File: config.mk
export PLATFORM = sky130hd
export DESIGN_NAME = mul_div_unit
export DESIGN_NICKNAME = d
export VERILOG_FILES = /design/src/rtl/mul_div_unit_pkg.sv /design/src/rtl/mdu_step.sv /design/src/rtl/mul_div_unit.sv
export SDC_FILE = /design/constraint.sdc
export NUM_CORES = 1
export LEC_CHECK = 0
export ABC_AREA = 1
export CORE_MARGIN = 2
export CORE_UTILIZATION = 35
export DETAILED_ROUTE_END_ITERATION = 7
export PLACE_DENSITY = 0.55
export SYNTH_ARGS = -nofsm -noshare
export SYNTH_HDL_FRONTEND = slang
export SYNTH_SLANG_ARGS = --single-unit
File: constraint.sdc
create_clock -name clk -period 4.95 [get_ports clk]
set_input_delay 0.7425 -clock clk [delete_from_list [all_inputs] [get_ports clk]]
set_output_delay 0.7425 -clock clk [all_outputs]
set_load 0.02 [all_outputs]
File: src/rtl/mul_div_unit_pkg.sv
// Shared definitions for the iterative multiply/divide unit.
//   op_e    : operation encodings carried on the op port
//   state_e : sequencer states (IDLE -> CALC -> FIX -> IDLE)
//   MDU_WIDTH / MDU_CNT_W : default operand width and iteration counter width
package mul_div_unit_pkg;

  localparam int MDU_WIDTH = 32;
  localparam int MDU_CNT_W = 6;

  typedef enum logic [1:0] {
    OP_MULT  = 2'b00,
    OP_MULTU = 2'b01,
    OP_DIV   = 2'b10,
    OP_DIVU  = 2'b11
  } op_e;

  typedef enum logic [1:0] {
    S_IDLE = 2'b00,
    S_CALC = 2'b01,
    S_FIX  = 2'b10
  } state_e;

endpackage

File: src/rtl/mdu_step.sv
// One iteration of the multiply/divide datapath (purely combinational).
//   acc      : 2*WIDTH+1 bit working register
//              multiply: {partial product (WIDTH+1), remaining multiplier bits (WIDTH)}
//              divide  : {remainder (WIDTH+1), dividend bits / quotient bits (WIDTH)}
//   operand  : |multiplicand| or |divisor|
//   is_div   : 1 = restoring divide step, 0 = shift-add multiply step
//   acc_next : value of acc after this iteration
module mdu_step #(
  parameter int WIDTH = 32
) (
  input  logic [2*WIDTH:0] acc,
  input  logic [WIDTH-1:0] operand,
  input  logic             is_div,
  output logic [2*WIDTH:0] acc_next
);

  logic [WIDTH:0]   sum;
  logic [WIDTH:0]   rem_sh;
  logic [WIDTH+1:0] diff;

  always_comb begin
    // Multiply: add the multiplicand when the low multiplier bit is set,
    // then shift the whole accumulator right by one.
    sum    = acc[2*WIDTH:WIDTH] + (acc[0] ? {1'b0, operand} : {(WIDTH+1){1'b0}});
    // Divide: shift the next dividend bit into the remainder. The shifted
    // remainder can exceed 2**WIDTH, so the trial subtract is one bit wider
    // and its top bit is the borrow.
    rem_sh = acc[2*WIDTH-1:WIDTH-1];
    diff   = {1'b0, rem_sh} - {2'b00, operand};
    if (is_div) begin
      if (diff[WIDTH+1]) acc_next = {rem_sh, acc[WIDTH-2:0], 1'b0};
      else               acc_next = {diff[WIDTH:0], acc[WIDTH-2:0], 1'b1};
    end else begin
      acc_next = {1'b0, sum, acc[WIDTH-1:1]};
    end
  end

endmodule

File: src/rtl/mul_div_unit.sv
// Iterative multiply/divide unit with architectural HI/LO registers.
// One bit per cycle: start at edge E0, WIDTH CALC edges, one FIX edge, so the
// result is in hi/lo (with a one-cycle done pulse) after E(WIDTH+1).
// Handshake: start is accepted on a rising edge only while busy==0; operands
// and op are sampled on that edge only. hi_we/lo_we likewise act only while
// busy==0.
// Ports:
//   clk, rst_n         clock, asynchronous active-low reset
//   start, op          launch request and operation (MULT/MULTU/DIV/DIVU)
//   data1, data2       multiplicand/dividend, multiplier/divisor
//   hi_we, lo_we, wdata MTHI/MTLO writes
//   busy               operation in flight
//   done               one-cycle pulse when an operation has written hi/lo
//   div_by_zero        valid with done: divide with zero divisor
//   hi, lo             HI/LO registers
module mul_div_unit
  import mul_div_unit_pkg::*;
#(
  parameter int WIDTH = MDU_WIDTH,
  parameter int CNT_W = MDU_CNT_W
) (
  input  logic             clk,
  input  logic             rst_n,
  input  logic             start,
  input  logic [1:0]       op,
  input  logic [WIDTH-1:0] data1,
  input  logic [WIDTH-1:0] data2,
  input  logic             hi_we,
  input  logic             lo_we,
  input  logic [WIDTH-1:0] wdata,
  output logic             busy,
  output logic             done,
  output logic             div_by_zero,
  output logic [WIDTH-1:0] hi,
  output logic [WIDTH-1:0] lo
);

  state_e state, state_next;

  logic [2*WIDTH:0] acc, acc_next;
  logic [WIDTH-1:0] opnd_q;    // |data2| (or raw data2 for unsigned ops)
  logic [WIDTH-1:0] raw1_q;    // data1 as presented, for the divide-by-zero result
  logic [CNT_W-1:0] cnt;
  logic             is_div_q, neg_q, sgn1_q;
  logic [WIDTH-1:0] hi_q, lo_q;
  logic             done_q, dbz_q;

  // Operand preparation at the start edge
  logic             signed_op, is_div, s1, s2;
  logic [WIDTH-1:0] abs1, abs2;

  // Sign correction at the FIX edge
  logic [2*WIDTH-1:0] prod_fix;
  logic [WIDTH-1:0]   quo_fix, rem_fix, hi_res, lo_res;
  logic               div0;

  mdu_step #(.WIDTH(WIDTH)) u_step (
    .acc      (acc),
    .operand  (opnd_q),
    .is_div   (is_div_q),
    .acc_next (acc_next)
  );

  always_comb begin
    signed_op = (op == OP_MULT) || (op == OP_DIV);
    is_div    = (op == OP_DIV)  || (op == OP_DIVU);
    s1        = signed_op & data1[WIDTH-1];
    s2        = signed_op & data2[WIDTH-1];
    abs1      = s1 ? -data1 : data1;
    abs2      = s2 ? -data2 : data2;
  end

  always_comb begin
    prod_fix = neg_q  ? -acc[2*WIDTH-1:0]     : acc[2*WIDTH-1:0];
    quo_fix  = neg_q  ? -acc[WIDTH-1:0]       : acc[WIDTH-1:0];
    rem_fix  = sgn1_q ? -acc[2*WIDTH-1:WIDTH] : acc[2*WIDTH-1:WIDTH];
    div0     = is_div_q && (opnd_q == '0);
    if (!is_div_q) begin
      hi_res = prod_fix[2*WIDTH-1:WIDTH];
      lo_res = prod_fix[WIDTH-1:0];
    end else if (div0) begin
      hi_res = raw1_q;
      lo_res = '1;
    end else begin
      hi_res = rem_fix;
      lo_res = quo_fix;
    end
  end

  always_ff @(posedge clk or negedge rst_n) begin
    if (!rst_n) state <= S_IDLE;
    else        state <= state_next;
  end

  always_comb begin
    state_next = state;
    case (state)
      S_IDLE:  if (start) state_next = S_CALC;
      S_CALC:  if (cnt == CNT_W'(WIDTH-1)) state_next = S_FIX;
      S_FIX:   state_next = S_IDLE;
      default: state_next = S_IDLE;
    endcase
  end

  always_ff @(posedge clk or negedge rst_n) begin
    if (!rst_n) begin
      acc      <= '0;
      opnd_q   <= '0;
      raw1_q   <= '0;
      cnt      <= '0;
      is_div_q <= 1'b0;
      neg_q    <= 1'b0;
      sgn1_q   <= 1'b0;
      hi_q     <= '0;
      lo_q     <= '0;
      done_q   <= 1'b0;
      dbz_q    <= 1'b0;
    end else begin
      done_q <= 1'b0;
      case (state)
        S_IDLE: begin
          // An MTHI/MTLO on the start edge still lands; FIX overwrites it later.
          if (hi_we) hi_q <= wdata;
          if (lo_we) lo_q <= wdata;
          if (start) begin
            acc      <= {{(WIDTH+1){1'b0}}, abs1};
            opnd_q   <= abs2;
            raw1_q   <= data1;
            cnt      <= '0;
            is_div_q <= is_div;
            neg_q    <= s1 ^ s2;
            sgn1_q   <= s1;
          end
        end
        S_CALC: begin
          acc <= acc_next;
          cnt <= cnt + 1'b1;
        end
        S_FIX: begin
          hi_q   <= hi_res;
          lo_q   <= lo_res;
          done_q <= 1'b1;
          dbz_q  <= div0;
        end
        default: ;
      endcase
    end
  end

  assign busy        = (state != S_IDLE);
  assign done        = done_q;
  assign div_by_zero = dbz_q;
  assign hi          = hi_q;
  assign lo          = lo_q;

endmodule
# Word level (Yosys, flattened, before mapping)
# Index checks and enable logic that the tools add are counted.
[word_totals]
out_inout_bits = 67
regBits = 206
[classes]
n_eq_ne = 9
add_sub_neg = 8
bitwise = 3
n_mux = 24
reduce_logical = 14
[ops]
columns = ["cell", "count"]
rows = [
  ["$mux W32", 11],
  ["$mux W65", 3],
  ["$pmux W65 S2", 1],
  ["$neg A32 Y32", 4],
  ["$pmux W32 S2", 2],
  ["$mux W64", 1],
  ["$neg A64 Y64", 1],
  ["$sub A33 B32 Y34", 1],
  ["$add A33 B33 Y33", 1],
  ["$logic_not A32 Y1", 1],
  ["$pmux W6 S2", 1],
  ["$reduce_and A2 Y1", 5],
  ["$ne A2 B2 Y1 const B", 4],
  ["$add A6 B1 Y6 const B", 1],
  ["$eq A2 B2 Y1 const B", 3],
  ["$eq A6 B5 Y1 const B", 1],
  ["$mux W6", 1],
  ["$reduce_bool A2 Y1", 3],
  ["$logic_not A2 Y1", 2],
  ["$mux W2", 2],
  ["$pmux W2 S2", 1],
  ["$and A1 B1 Y1", 2],
  ["$eq A2 B1 Y1 const B", 1],
  ["$logic_or A1 B1 Y1", 2],
  ["3 further kinds", 3],
]

# Longest topological paths before layout
[depth]
depth_word = 6
ltp_mapped = 22
mapped_depth_nobuf = 20

# By module
# A second synthesis with hierarchy kept.
[unflattened]
hier_cells = 3352
hier_area_um2 = 19919.1
[modules_own_cells]
columns = ["mod", "n_inst", "area_per_inst_um2", "cells_per_inst"]
rows = [
  ["mul_div_unit", 1, 13574.3, 2046],
  ["mdu_step", 1, 6344.8, 1306],
]

# Worst setup path before layout
# OpenSTA, ideal clock, no wires.
[synth_timing]
kind = "reg-to-reg"
from = "reg acc[0]"
to = "reg acc[59]"
stages_incl_launch_ff = 22
period_less_slack_ns = 2.605
arrival_ns = 2.488
required_time_ns = 4.834
n_path_buf = 2
setup_time_ns = 0.116
slack_ns = 2.345
path_cell_list = "dfrtp_1 -> buf_2 -> clkbuf_1 -> nand2_1 -> inv_1 -> ha_1 -> inv_1 -> fa_1 -> inv_1 -> nand2_1 -> o21ai_1 -> nand2_1 -> nand2_1 -> nand2_1 -> nand2_1 -> nand2_1 -> nand3_1 -> nand2_1 -> nor2_1 -> nor2_1 -> nand2_1 -> nand2_1"
[synth_via]
elab_chain_len = 4
[synth_rtl]
columns = ["item", "line_no", "rtl"]
rows = [
  ["start: declaration", "mul_div_unit.sv:40", "logic [2*WIDTH:0] acc, acc_next;"],
  ["start signal: assignment", "mul_div_unit.sv:126", "acc <= {{(WIDTH+1){1'b0}}, abs1};"],
  ["start signal: assignment", "mul_div_unit.sv:136", "acc <= acc_next;"],
  ["$mux W32", "mdu_step.sv:24", "sum = acc[2*WIDTH:WIDTH] + (acc[0] ? {1'b0, operand} : {(WIDTH+1){1'b0}});"],
  ["$add A33 B33 Y33", "mdu_step.sv:24", ""],
  ["$mux W65", "mdu_step.sv:30", "if (is_div) begin"],
  ["$pmux W65 S2", "mul_div_unit.sv:120", "case (state)"],
]
# Every way passes these cells.
# A chain may end at the register's enable or synchronous reset.

# Final worst setup path
[layout_timing]
from = "reg acc[0]"
to = "reg acc[53]"
# Same word-level chain as after synthesis.

==> metrics <==
status=finished, final reports clean; CTS-repair resized insts=0; DR vias/cell=5.395; R2R setup slack=1590 ps; ratio of cells with drive above 1 in the final layout=4.544%; Routed Antenna Nets=0; area grow syn2layout=16.35%; RD Place Congestion=1.015; Power Dens Cells=825.3 mW/mm^2; drt drc=0; post-synthesis sequential area ratio=26.43%; count of final setup violators=0; Worst setup SP type=register; Final Hold Viols=0; post-synth cell types=55; Fillers=6168; Net Count, Synth=3458; cell family contributing the most delay on the critical path=simple AND/OR/NAND/NOR gates; hold buffers post-CTS=0; first-pass GRT wire length=129500 um; worst-case clock buffer depth=3; Starting DRT DRC Count=2695; H-tree level count=1; origin of the critical flop-to-flop path=acc[0]; DIE AREA=0.05762 sq mm; Total Neg Setup Slack=0 ps; initial core utilization=35.40%; Final Power=18730 uW; clock root buffer=clkbuf_16; wire per inst=20.71 um; EDFF count, synth=0; Port Buf Inserts=169; count of warnings emitted by yosys=0; Die Y=240.0 um; worst relative slew slack=25.58%; Hold WS=66.95 ps; crit-path cells=buf_4, nand2_1, inv_1, ha_1, inv_1, fa_1, inv_1, nand2_1, o21ai_1, nand2_1, nand2_1, nand3_1, nand2_1, nand2_1, nand3_1, nand3_1, nand3_1, nand2_1; Synth Register Bits=206; ANT cells=0; worst skew pair latency=590 ps; VDD IR max=0.4565 mV; asr flop ratio synth=100.0%; TritonCTS clock tree=built; Slew Limit Fails=0; Slowest cell on crit path=buf_4; final wirelength=86140 um; Final Cycle Share=67.85%; post-DP HPWL=67770 um; chip width=240.0 um; Worst Skew=13.60 ps; worst min-delay path class=input port to async pin; crit-path max FO=34; vias in the first global route=20600; IO Pins=170; Synth Area per Inst=5.938 sq um; Least-Margin Pin Slew=1115 ps; Post-CTS Setup Inserts=0; reg2reg end=acc[53]; synthesized instance count=3284; Worst Reg-to-Reg Cells=18; FMAX=297.7 MHz; main flop type after synthesis=dfrtp_1; Data required, critical path=5410 ps; row count=86; CP max stage delay=400 ps; largest net degree at the start of global routing=148; crit path capture type=register; initial antenna violation count=1; Place WS=1532 ps; area of the mapped netlist=0.01950 sq mm; Worst Path Class, Setup=register to register; fin crit period=3359 ps; clk sinks=206; crit path buf inv count=4; total track usage=29.55%; cell repeated most along the worst path=nand2_1; post-route setup slack=1591 ps; nets@finish=3566; RSZ-0062 raised after global routing=false; core area=0.05509 sq mm; total grt overflow=0; via count=22438; drt pass-1 iters=6; Num CTS Buffers=27; crit path DAT=3820 ps; P_leak=0.01098 uW; Max Cap Violations=0; clock-pin slew on the worst setup and hold paths=70 ps
==> cell usage in the layout (no fill, tap or decap), types with 27 or more instances in the layout <==
cell	n
nor3_1	32
nand3_1	279
a21oi_1	234
nand2_1	983
ha_1	69
dfrtp_1	204
inv_1	385
nor2_1	421
xor2_1	47
o21ai_1	29
clkdlybuf4s50_1	168
clkbuf_16	27
nand4_1	44
o21ai_0	249
==> cells in the mapped netlist (4+ instances only) <==
cell type	count	area, sq um
buf_4	4	30.03
xnor2_1	14	122.6
and2_1	5	31.28
buf_2	20	100.1
dfrtp_1	206	5155
o21ai_0	249	1246
o211ai_1	7	52.55
nand4_1	44	275.3
a21oi_1	234	1171
nand2_1	983	3690
clkbuf_1	74	277.8
a22oi_1	5	37.54
a31oi_1	20	125.1
o22ai_1	8	50.05
nand2_2	13	81.33
nor3_1	32	160.2
nor4_1	6	37.54
nor2_1	422	1584
xor2_1	47	411.6
o21ai_1	30	150.1
inv_1	386	1449
buf_1	14	52.55
nand3_2	15	150.1
nor2_2	12	75.07
nand3_1	279	1396
a21o_1	8	60.06
or2_2	11	68.82
nand3b_1	8	60.06
o21bai_1	10	75.07
o21ai_2	6	52.55
ha_1	69	863.3
inv_2	8	30.03
==> cell type report <==
class	count	area (sq um)	share of cell area (%)
multi-input cells	2566	12360	54.49
flip-flops and latches	206	5157	22.73
clock inverters	13	93.84	0.4136
inverters	396	1486	6.551
well taps	748	935.9	4.125
repair buffers	195	1917	8.448
clock buffers	35	735.7	3.242
==> registers in the layout, summed over array words and instances (netlist names) <==
name	count
hi	32
neg_q	1
lo	32
acc	65
div_by_zero	1
opnd_q	32
raw1_q	32
done	1
cnt	6
state	2
sgn1_q	1
is_div_q	1
==> worst register-to-register path: stages (launching register included) <==
cell and delay, ps:
dfrtp_1 320, buf_4 400, nand2_1 100, inv_1 70
ha_1 270, inv_1 120, fa_1 360, inv_1 130
nand2_1 100, o21ai_1 400, nand2_1 100, nand2_1 150
nand3_1 110, nand2_1 180, nand2_1 110, nand3_1 80
nand3_1 90, nand3_1 90, nand2_1 60
==> worst max-delay path by stage <==
stage / start / end / slack, ps / cells after the start
finish: acc[0] / acc[53] / 1590 / 18
global route: acc[0] / acc[59] / 1380 / 20
CTS: acc[0] / acc[59] / 1690 / 20
detailed placement: op[0] / opnd_q[22] / 1530 / 8
global placement: op[0] / opnd_q[22] / 1540 / 8
floorplan: acc[0] / acc[59] / 2350 / 21
==> power breakdown <==
group          switching [uW]  leakage [uW]  total, uW  internal (uW)
Sequential               1310       0.00242       3860           2550
Combinational            8760       0.00816      13000           4200
Clock                     856      0.000402       1910           1050
Total                   10900        0.0110      18700           7810
==> metal layers <==
layer / GRT usage [%] / wire length, um / up-vias
li1: - / - / 10848
met1: 45.91 / 41280 / 10480
met2: 42.42 / 34990 / 971
met3: 4.133 / 7571 / 137
met4: 7.021 / 2280 / 2
met5: 0 / 14 / -
==> cells by family after synthesis <==
family,count (synthesis),share of synthesized area [%]
flip-flops,206,26.43
buffers and inverters,512,10.30
adder cells (fa/ha/maj),71,4.632
AND/OR/NAND/NOR,1844,39.73
AO/OA/AOI/OAI,590,16.16
XOR/XNOR,61,2.740
==> through the flow <==
step	instance area, sq um	std cells	util [%]
after CTS	22690	4159	41.19
after global placement	21860	4111	39.68
final	22690	4159	41.19
after detailed placement	21860	4111	39.68
after floorplan	19500	3284	-
after global routing	22690	4159	41.19
No activity file was read; power rests on OpenSTA's default activity.
